### config.mk
export PLATFORM = sky130hd
export DESIGN_NAME = uart_tx_arbiter
export DESIGN_NICKNAME = d
export VERILOG_FILES = /design/src/rtl/uart_tx_arbiter.sv
export SDC_FILE = /design/constraint.sdc
export NUM_CORES = 1
export LEC_CHECK = 0
export ABC_AREA = 1
export CAP_MARGIN = 20
export CORE_ASPECT_RATIO = 1.1
export CORE_UTILIZATION = 25
export CTS_CLUSTER_DIAMETER = 60
export DETAILED_ROUTE_END_ITERATION = 10
export GPL_TIMING_DRIVEN = 0
export PLACE_DENSITY = 0.53
export RECOVER_POWER = 25
export REMOVE_ABC_BUFFERS = 1
export SLEW_MARGIN = 20
export SYNTH_ARGS = -nofsm -noshare
export SYNTH_HDL_FRONTEND = slang
export SYNTH_SLANG_ARGS = --single-unit
### constraint.sdc
create_clock -name clk -period 1.7 [get_ports clk]
set_clock_uncertainty 0.1 [all_clocks]
set_input_delay 0.17 -clock clk [delete_from_list [all_inputs] [get_ports clk]]
set_output_delay 0.17 -clock clk [all_outputs]
set_load 0.01 [all_outputs]
### src/rtl/uart_tx_arbiter.sv
// rtl/uart_tx_arbiter.sv - four-requester round-robin arbiter feeding a byte-wide UART transmitter
module uart_tx_arbiter #(
  parameter int unsigned TIMEOUT_CYCLES = 2000000,
  parameter int unsigned GAP_CYCLES     = 16
) (
  input  logic        clk,
  input  logic        reset,
  input  logic [3:0]  req_valid,
  input  logic [31:0] req_data,
  output logic [3:0]  req_ready,
  output logic        startSignal,
  output logic [7:0]  tx_data,
  input  logic        tx_done,
  input  logic        err_clr,
  output logic        busy,
  output logic [1:0]  grant_id,
  output logic        timeout_err
);

  typedef enum logic [1:0] {
    S_IDLE = 2'd0,
    S_WAIT = 2'd1,
    S_GAP  = 2'd2
  } state_e;

  // Terminal counts; the shared counter times both the frame wait and the gap.
  localparam logic [20:0] TO_LAST  = 21'(TIMEOUT_CYCLES - 1);
  localparam logic [20:0] GAP_LAST = 21'(GAP_CYCLES - 1);
  localparam bit          HAS_GAP  = (GAP_CYCLES > 0);

  state_e      state_q, state_d;
  logic [20:0] cnt_q, cnt_d;
  logic [1:0]  last_grant_q, last_grant_d;
  logic [1:0]  grant_id_q, grant_id_d;
  logic [7:0]  tx_data_q, tx_data_d;
  logic [3:0]  req_ready_q, req_ready_d;
  logic        start_q, start_d;
  logic        busy_q, busy_d;
  logic        err_q, err_d;

  logic        win_found;
  logic [1:0]  win_idx;
  logic [1:0]  cand;

  // Round-robin winner: search starts just after the last granted requester and wraps.
  always_comb begin
    win_found = 1'b0;
    win_idx   = last_grant_q;
    cand      = last_grant_q;
    for (int k = 1; k <= 4; k++) begin
      cand = last_grant_q + 2'(k);
      if (!win_found && req_valid[cand]) begin
        win_found = 1'b1;
        win_idx   = cand;
      end
    end
  end

  // Next-state and registered-output logic; pulses default low every cycle.
  always_comb begin
    state_d      = state_q;
    cnt_d        = cnt_q;
    last_grant_d = last_grant_q;
    grant_id_d   = grant_id_q;
    tx_data_d    = tx_data_q;
    req_ready_d  = 4'b0000;
    start_d      = 1'b0;
    err_d        = err_clr ? 1'b0 : err_q;

    unique case (state_q)
      S_IDLE: begin
        if (win_found) begin
          state_d      = S_WAIT;
          cnt_d        = '0;
          last_grant_d = win_idx;
          grant_id_d   = win_idx;
          tx_data_d    = req_data[win_idx*8 +: 8];
          req_ready_d  = 4'b0001 << win_idx;
          start_d      = 1'b1;
        end
      end
      S_WAIT: begin
        cnt_d = cnt_q + 21'd1;
        // A done pulse coincident with our own start pulse belongs to an older frame.
        if (tx_done && !start_q) begin
          cnt_d = '0;
          if (HAS_GAP) begin
            state_d = S_GAP;
          end else begin
            state_d = S_IDLE;
          end
        end else if (cnt_q == TO_LAST) begin
          err_d   = 1'b1;
          state_d = S_IDLE;
        end
      end
      S_GAP: begin
        if (cnt_q == GAP_LAST) begin
          state_d = S_IDLE;
          cnt_d   = '0;
        end else begin
          cnt_d = cnt_q + 21'd1;
        end
      end
      default: begin
        state_d = S_IDLE;
        cnt_d   = '0;
      end
    endcase

    busy_d = (state_d != S_IDLE);
  end

  // State and output registers; reset aborts any frame in progress immediately.
  always_ff @(posedge clk or posedge reset) begin
    if (reset) begin
      state_q      <= S_IDLE;
      cnt_q        <= '0;
      last_grant_q <= 2'd3;
      grant_id_q   <= 2'd0;
      tx_data_q    <= 8'h00;
      req_ready_q  <= 4'b0000;
      start_q      <= 1'b0;
      busy_q       <= 1'b0;
      err_q        <= 1'b0;
    end else begin
      state_q      <= state_d;
      cnt_q        <= cnt_d;
      last_grant_q <= last_grant_d;
      grant_id_q   <= grant_id_d;
      tx_data_q    <= tx_data_d;
      req_ready_q  <= req_ready_d;
      start_q      <= start_d;
      busy_q       <= busy_d;
      err_q        <= err_d;
    end
  end

  assign req_ready   = req_ready_q;
  assign startSignal = start_q;
  assign tx_data     = tx_data_q;
  assign busy        = busy_q;
  assign grant_id    = grant_id_q;
  assign timeout_err = err_q;

endmodule

### Word-level counts from Yosys, hierarchy flattened

Index checks and enable logic that the tools add are counted.

| cells by class | value |
|---|---|
| equality and inequality tests | 5 |
| $mul | 0 |
| $add $sub $neg | 4 |
| reductions and logical operators | 11 |
| div/mod/pow operators | 0 |
| $lt $le $gt $ge | 4 |
| muxes and demuxes | 33 |
| bitwise gates (word level) | 0 |
| shift-type cells | 2 |

Operator list:

| cell | number |
|---|---|
| $mux W21 | 3 |
| $pmux W21 S3 | 1 |
| $shiftx A32 B6 Y8 | 1 |
| $add A21 B1 Y21 const B | 1 |
| $eq A21 B21 Y1 const B | 1 |
| $eq A21 B4 Y1 const B | 1 |
| $mux W2 | 8 |
| $mux W1 | 14 |
| $lt A2 B3 Y1 const B | 4 |
| $bmux W1 S2 | 4 |
| $mux W4 | 2 |
| $pmux W2 S3 | 1 |
| $add A2 B2 Y2 const B | 2 |
| $logic_and A1 B1 Y1 | 4 |
| $logic_not A1 Y1 | 4 |
| $shl A1 B2 Y4 const A | 1 |
| $add A2 B1 Y2 const B | 1 |
| $eq A2 B1 Y1 const B | 1 |
| $eq A2 B2 Y1 const B | 1 |
| $logic_not A2 Y1 | 1 |
| $ne A2 B2 Y1 const B | 1 |
| $reduce_and A2 Y1 | 1 |
| $reduce_bool A2 Y1 | 1 |

| word-level totals | value |
|---|---|
| register bits after elaboration | 42 |
| bits in latches | 0 |
| bits in read-only memories | 0 |
| memories kept | 0 |
| output and inout port bits | 17 |
| RAM bits | 0 |

### Depth between registers and ports, before layout

| logic depth | value |
|---|---|
| depth in word-level cells | 16 |
| depth in mapped cells | 15 |
| mapped depth without buffers | 13 |

### Worst setup path after synthesis

Ideal clock, no wire load.

| path | value |
|---|---|
| kind | register to register |
| start point | register last_grant_q[0] |
| end point | register tx_data_q[0], in the netlist tx_data[0] |
| stages on the path, launching flop included | 16 |
| slack | -0.155 ns |
| setup time | 0.124 ns |
| arrival time | 1.630 ns |
| path buffers | 2 |
| cell sequence | dfstp_2 buf_6 inv_4 nand2_1 nand2_2 nand2_1 nand2_1 inv_2 nand2_2 nand2_4 nand2_4 buf_6 nand2_1 nand2_1 nand3_1 nand3_1 |

| on the way | value |
|---|---|
| cells in the longest elaborated chain, start to end | 14 |
| elaborated cells on any way between the ends | 27 |

RTL lines:

| element | line | RTL |
|---|---|---|
| start: declaration | 33 | `logic [1:0] last_grant_q, last_grant_d;` |
| start signal: assignment | 129 | `last_grant_q <= last_grant_d;` |
| $add A2 B1 Y2 | 51 | `cand = last_grant_q + 2'(k);` |
| $bmux W1 S2 | 52 | `if (!win_found && req_valid[cand]) begin` |
| $mux W1 (implied by the code) | 52 |  |
| $mux W1 | 52 |  |
| $logic_not A1 Y1 | 52 |  |
| $logic_and A1 B1 Y1 | 52 |  |
| $mux W1 | 52 |  |
| $logic_not A1 Y1 | 52 |  |
| $logic_and A1 B1 Y1 | 52 |  |
| $mux W1 | 52 |  |
| $logic_not A1 Y1 | 52 |  |
| $logic_and A1 B1 Y1 | 52 |  |
| $mux W2 / $mux W1 (equally long branches) | 52 |  |
| $shiftx A32 B6 Y8 / $reduce_and A2 Y1 (equally long branches) | n/a |  |
| end signal: assignment | 131 | `tx_data_q <= tx_data_d;` |
| end: declaration | 35 | `logic [7:0] tx_data_q, tx_data_d;` |

Parallel ways exist; a longest one is shown, timed or not. The select of a mux whose other input is x is not followed.
A chain may end at the register's enable or synchronous reset.

### Worst setup path in the final report

| path | value |
|---|---|
| start point | register last_grant_q[0] |
| end point | register tx_data_q[1], in the netlist tx_data[1] |

Same word-level chain as after synthesis.

==> qor.yml <==
outcome:
  outcome: "finished with violations"
  failed_checks: "setup timing"
setup_path:
  worstPathRequired_ns: 1.78
  slowest_delay_ns: 0.62
  crit_start: "last_grant_q[0]"
  crit_top_cell: "nand2_1"
  cp-endpoint: "tx_data[1]"
  r2r_setup_slack_ns: -0.37
  critPathLaunchType: "flop"
  cpMaxStageDelayCell: "dfstp_2"
  critPathArrivalTime_ns: 2.15
  crit_path_cell_trace: "buf_6 > nand2_1 > nand2_2 > nand2_1 > nand2_2 > nand2_4 > nand3_4 > nand2_8 > buf_8 > buf_6 > nand2_1 > nand2_1 > nand3_1 > nand3_1"
  critical_path.top_delay_family: "simple AND/OR/NAND/NOR gates"
  cp_max_fo: 6
  crit_buf_inv: 3
  rr_endpoint: "tx_data[1]"
  r2r-start: "last_grant_q[0]"
  critical_path_class: "flop to flop"
  r2r_cells: 14
  end_kind: "flop"
  cp_num_cells: 14
clock_tree:
  path_clk_slew_ns: 0.07
  clk-insertion-delay-late_ns: 0.29
  cts_root_buf: "clkbuf_16"
  clockBufferDepth: 2
  numCtsBuffers: 5
  cts-htree-levels: 2
  clock-sinks: 42
  cts_tree: "built"
  hold_buffers: 0
synthesis:
  yosys_warnings: 0
  synthTopCellsByArea: "dfrtp_1 37%, nand2_1 19%, nand3_1 10%"
  synth.largest_area_cell: "dfrtp_1"
  syn_avg_cell_area_sq_um: 6.97
  ys_ff_latch: 42
  synthCells: 387
  synth-seq-area-share: 0.391
  synth_cell_type_count: 29
  synth_edf_count: 0
  synth.most_common_cell: "nand2_1"
  ys.flop_type: "dfrtp_1"
  synth_area_sq_um: 2700
  synth_top_cell_area_share: 0.371
  synth_common_cells: "133 x nand2_1, 54 x nand3_1, 40 x dfrtp_1"
  async_reset_ff_frac: 1.00
floorplanning:
  die_width_microns: 101
  coreArea_sq_um: 10400
  ios: 57
  design.die.area_sq_um: 11200
  rows: 39
  die_h_microns: 111
  start_util: 0.258
sta:
  fin_crit_ns: 2.07
  timing.final.hold_violations: 0
  rsz0062_at_grt: "yes"
  timing.final.ws_setup_ns: -0.373
  fin_crit_sh: 1.22
  slew_violations: 0
  setup_tns_ns: -11.95
  setup_violations: 41
  slew_headroom: 0.546
  worst_pin_slew_ns: 0.680
  max_freq_mhz: 483
hold_path:
  hold_path_class: "primary input to asynchronous set/reset pin"
global_route:
  grt_max_degree: 28
  grt_pass1_wl_microns: 12800
  grt_use_total: 0.146
  antenna_found_initial: 0
  grt_overflow: 0
  grt_pass1_vias: 2873
power:
  leakage_nw: 1.92
  cellPowerDensity_nw_per_um2: 2010
  ir_drop_uv: 1560
  power_mw: 8.77
finish:
  antenna_cells: 0
  final_nets: 530
  area_growth_pct: 61.8
  drive_above_1_share: 0.274
routing:
  route.detailed.drc: 0
  drtIter0Drc: 118
  ant_nets: 0
  first_pass_iters: 4
  vias: 2895
  totalWireLength_microns: 8090
  viasPerCell: 4.60
  wl_per_cell_microns: 12.9
place:
  io_buffers: 56
  place.gp.congestion: 0.806
  dp_hpwl_microns: 5090
  dp_slack_ns: -0.682
run:
  cap_violations: 0
==> per-stage QoR <==
| stage | area [sq um] | std cells | hold slack, ns | utilization |
|---|---|---|---|---|
| 3_5_place_dp | 3380 | 577 | 0.379 | 0.324 |
| 4_1_cts | 4070 | 617 | 0.0972 | 0.390 |
| 6_report | 4360 | 629 | 0.324 | 0.418 |
| 3_3_place_gp | 3360 | 576 | 0.380 | 0.322 |
| 5_1_grt | 4360 | 629 | 0.369 | 0.418 |
| 2_1_floorplan | 2620 | 377 | 0.169 | - |
==> flip-flops by register name, indices dropped and copies added, names as in the netlist <==
signal	cells
busy	1
cnt_q	21
grant_id	2
last_grant_q	2
req_ready	4
startSignal	1
state_q	2
timeout_err	1
tx_data	8
==> kinds of logic after synthesis <==
group,after synthesis,share of synthesized area
XOR/XNOR,7,0.0227
AO/OA/AOI/OAI,21,0.0408
buffers and inverters,49,0.0840
adder cells (fa/ha/maj),5,0.0232
flip-flops,42,0.391
AND/OR/NAND/NOR,263,0.439
==> worst min path at each step <==
| stage | cells after the start | slack, ns | to | from |
|---|---|---|---|---|
| final | 2 | 0.32 | tx_data[7] | reset |
| after global routing | 2 | 0.37 | timeout_err | err_clr |
| after CTS | 2 | 0.1 | req_ready[1] | reset |
| after detailed placement | 2 | 0.38 | grant_id[1] | grant_id[1] |
| after global placement | 2 | 0.38 | tx_data[6] | tx_data[6] |
| after floorplan | 1 | 0.17 | timeout_err | err_clr |
==> cell usage in the layout (no fill, tap or decap), drive strengths merged, types with 11 or more instances in the layout <==
cell	netlist	routed
buf	10	42
clkdlybuf4s50	0	55
inv	39	37
nand3	55	55
dfrtp	40	40
nor2	38	39
o21ai	11	11
nand2	144	146
nor3	15	15
==> metal layers <==
layer,track usage,routed length (microns),vias to the layer above
met5,0,0,-
met1,0.154,3220,1350
met2,0.267,4170,88
li1,-,-,1438
met4,0.0647,233,0
met3,0.0372,459,19
==> worst reg2reg max path, delay by kind of cell, from the launching register on <==
kind	cells	cell delay [ns]
and+or+nand+nor	11	0.85
buffers and inverters	3	0.41
DFF	1	0.62
==> area by class of cell <==
type / count / area, sq um
fillers: 1053 / 6080
multi-input cells: 299 / 1770
flip-flops and latches: 42 / 1050
repair buffers: 98 / 1020
well taps: 143 / 179
inverters: 39 / 169
clock buffers: 5 / 125
clock inverters: 3 / 45.0
==> what timing repair did <==
item	CTS	global route
pin swaps	16	9
buffers inserted	29	12
hold endpoints to repair	0	0
gates cloned	3	0
setup endpoints to repair	41	41
resized for setup	53	54
==> report_power, final <==
group          internal (mW)  switching (mW)  total [mW]
registers               1.27           0.173        1.45
clock network          0.693           0.426        1.12
logic                   2.94            3.26        6.20
total                   4.91            3.86        8.77
(Power assumes the default switching activity.)
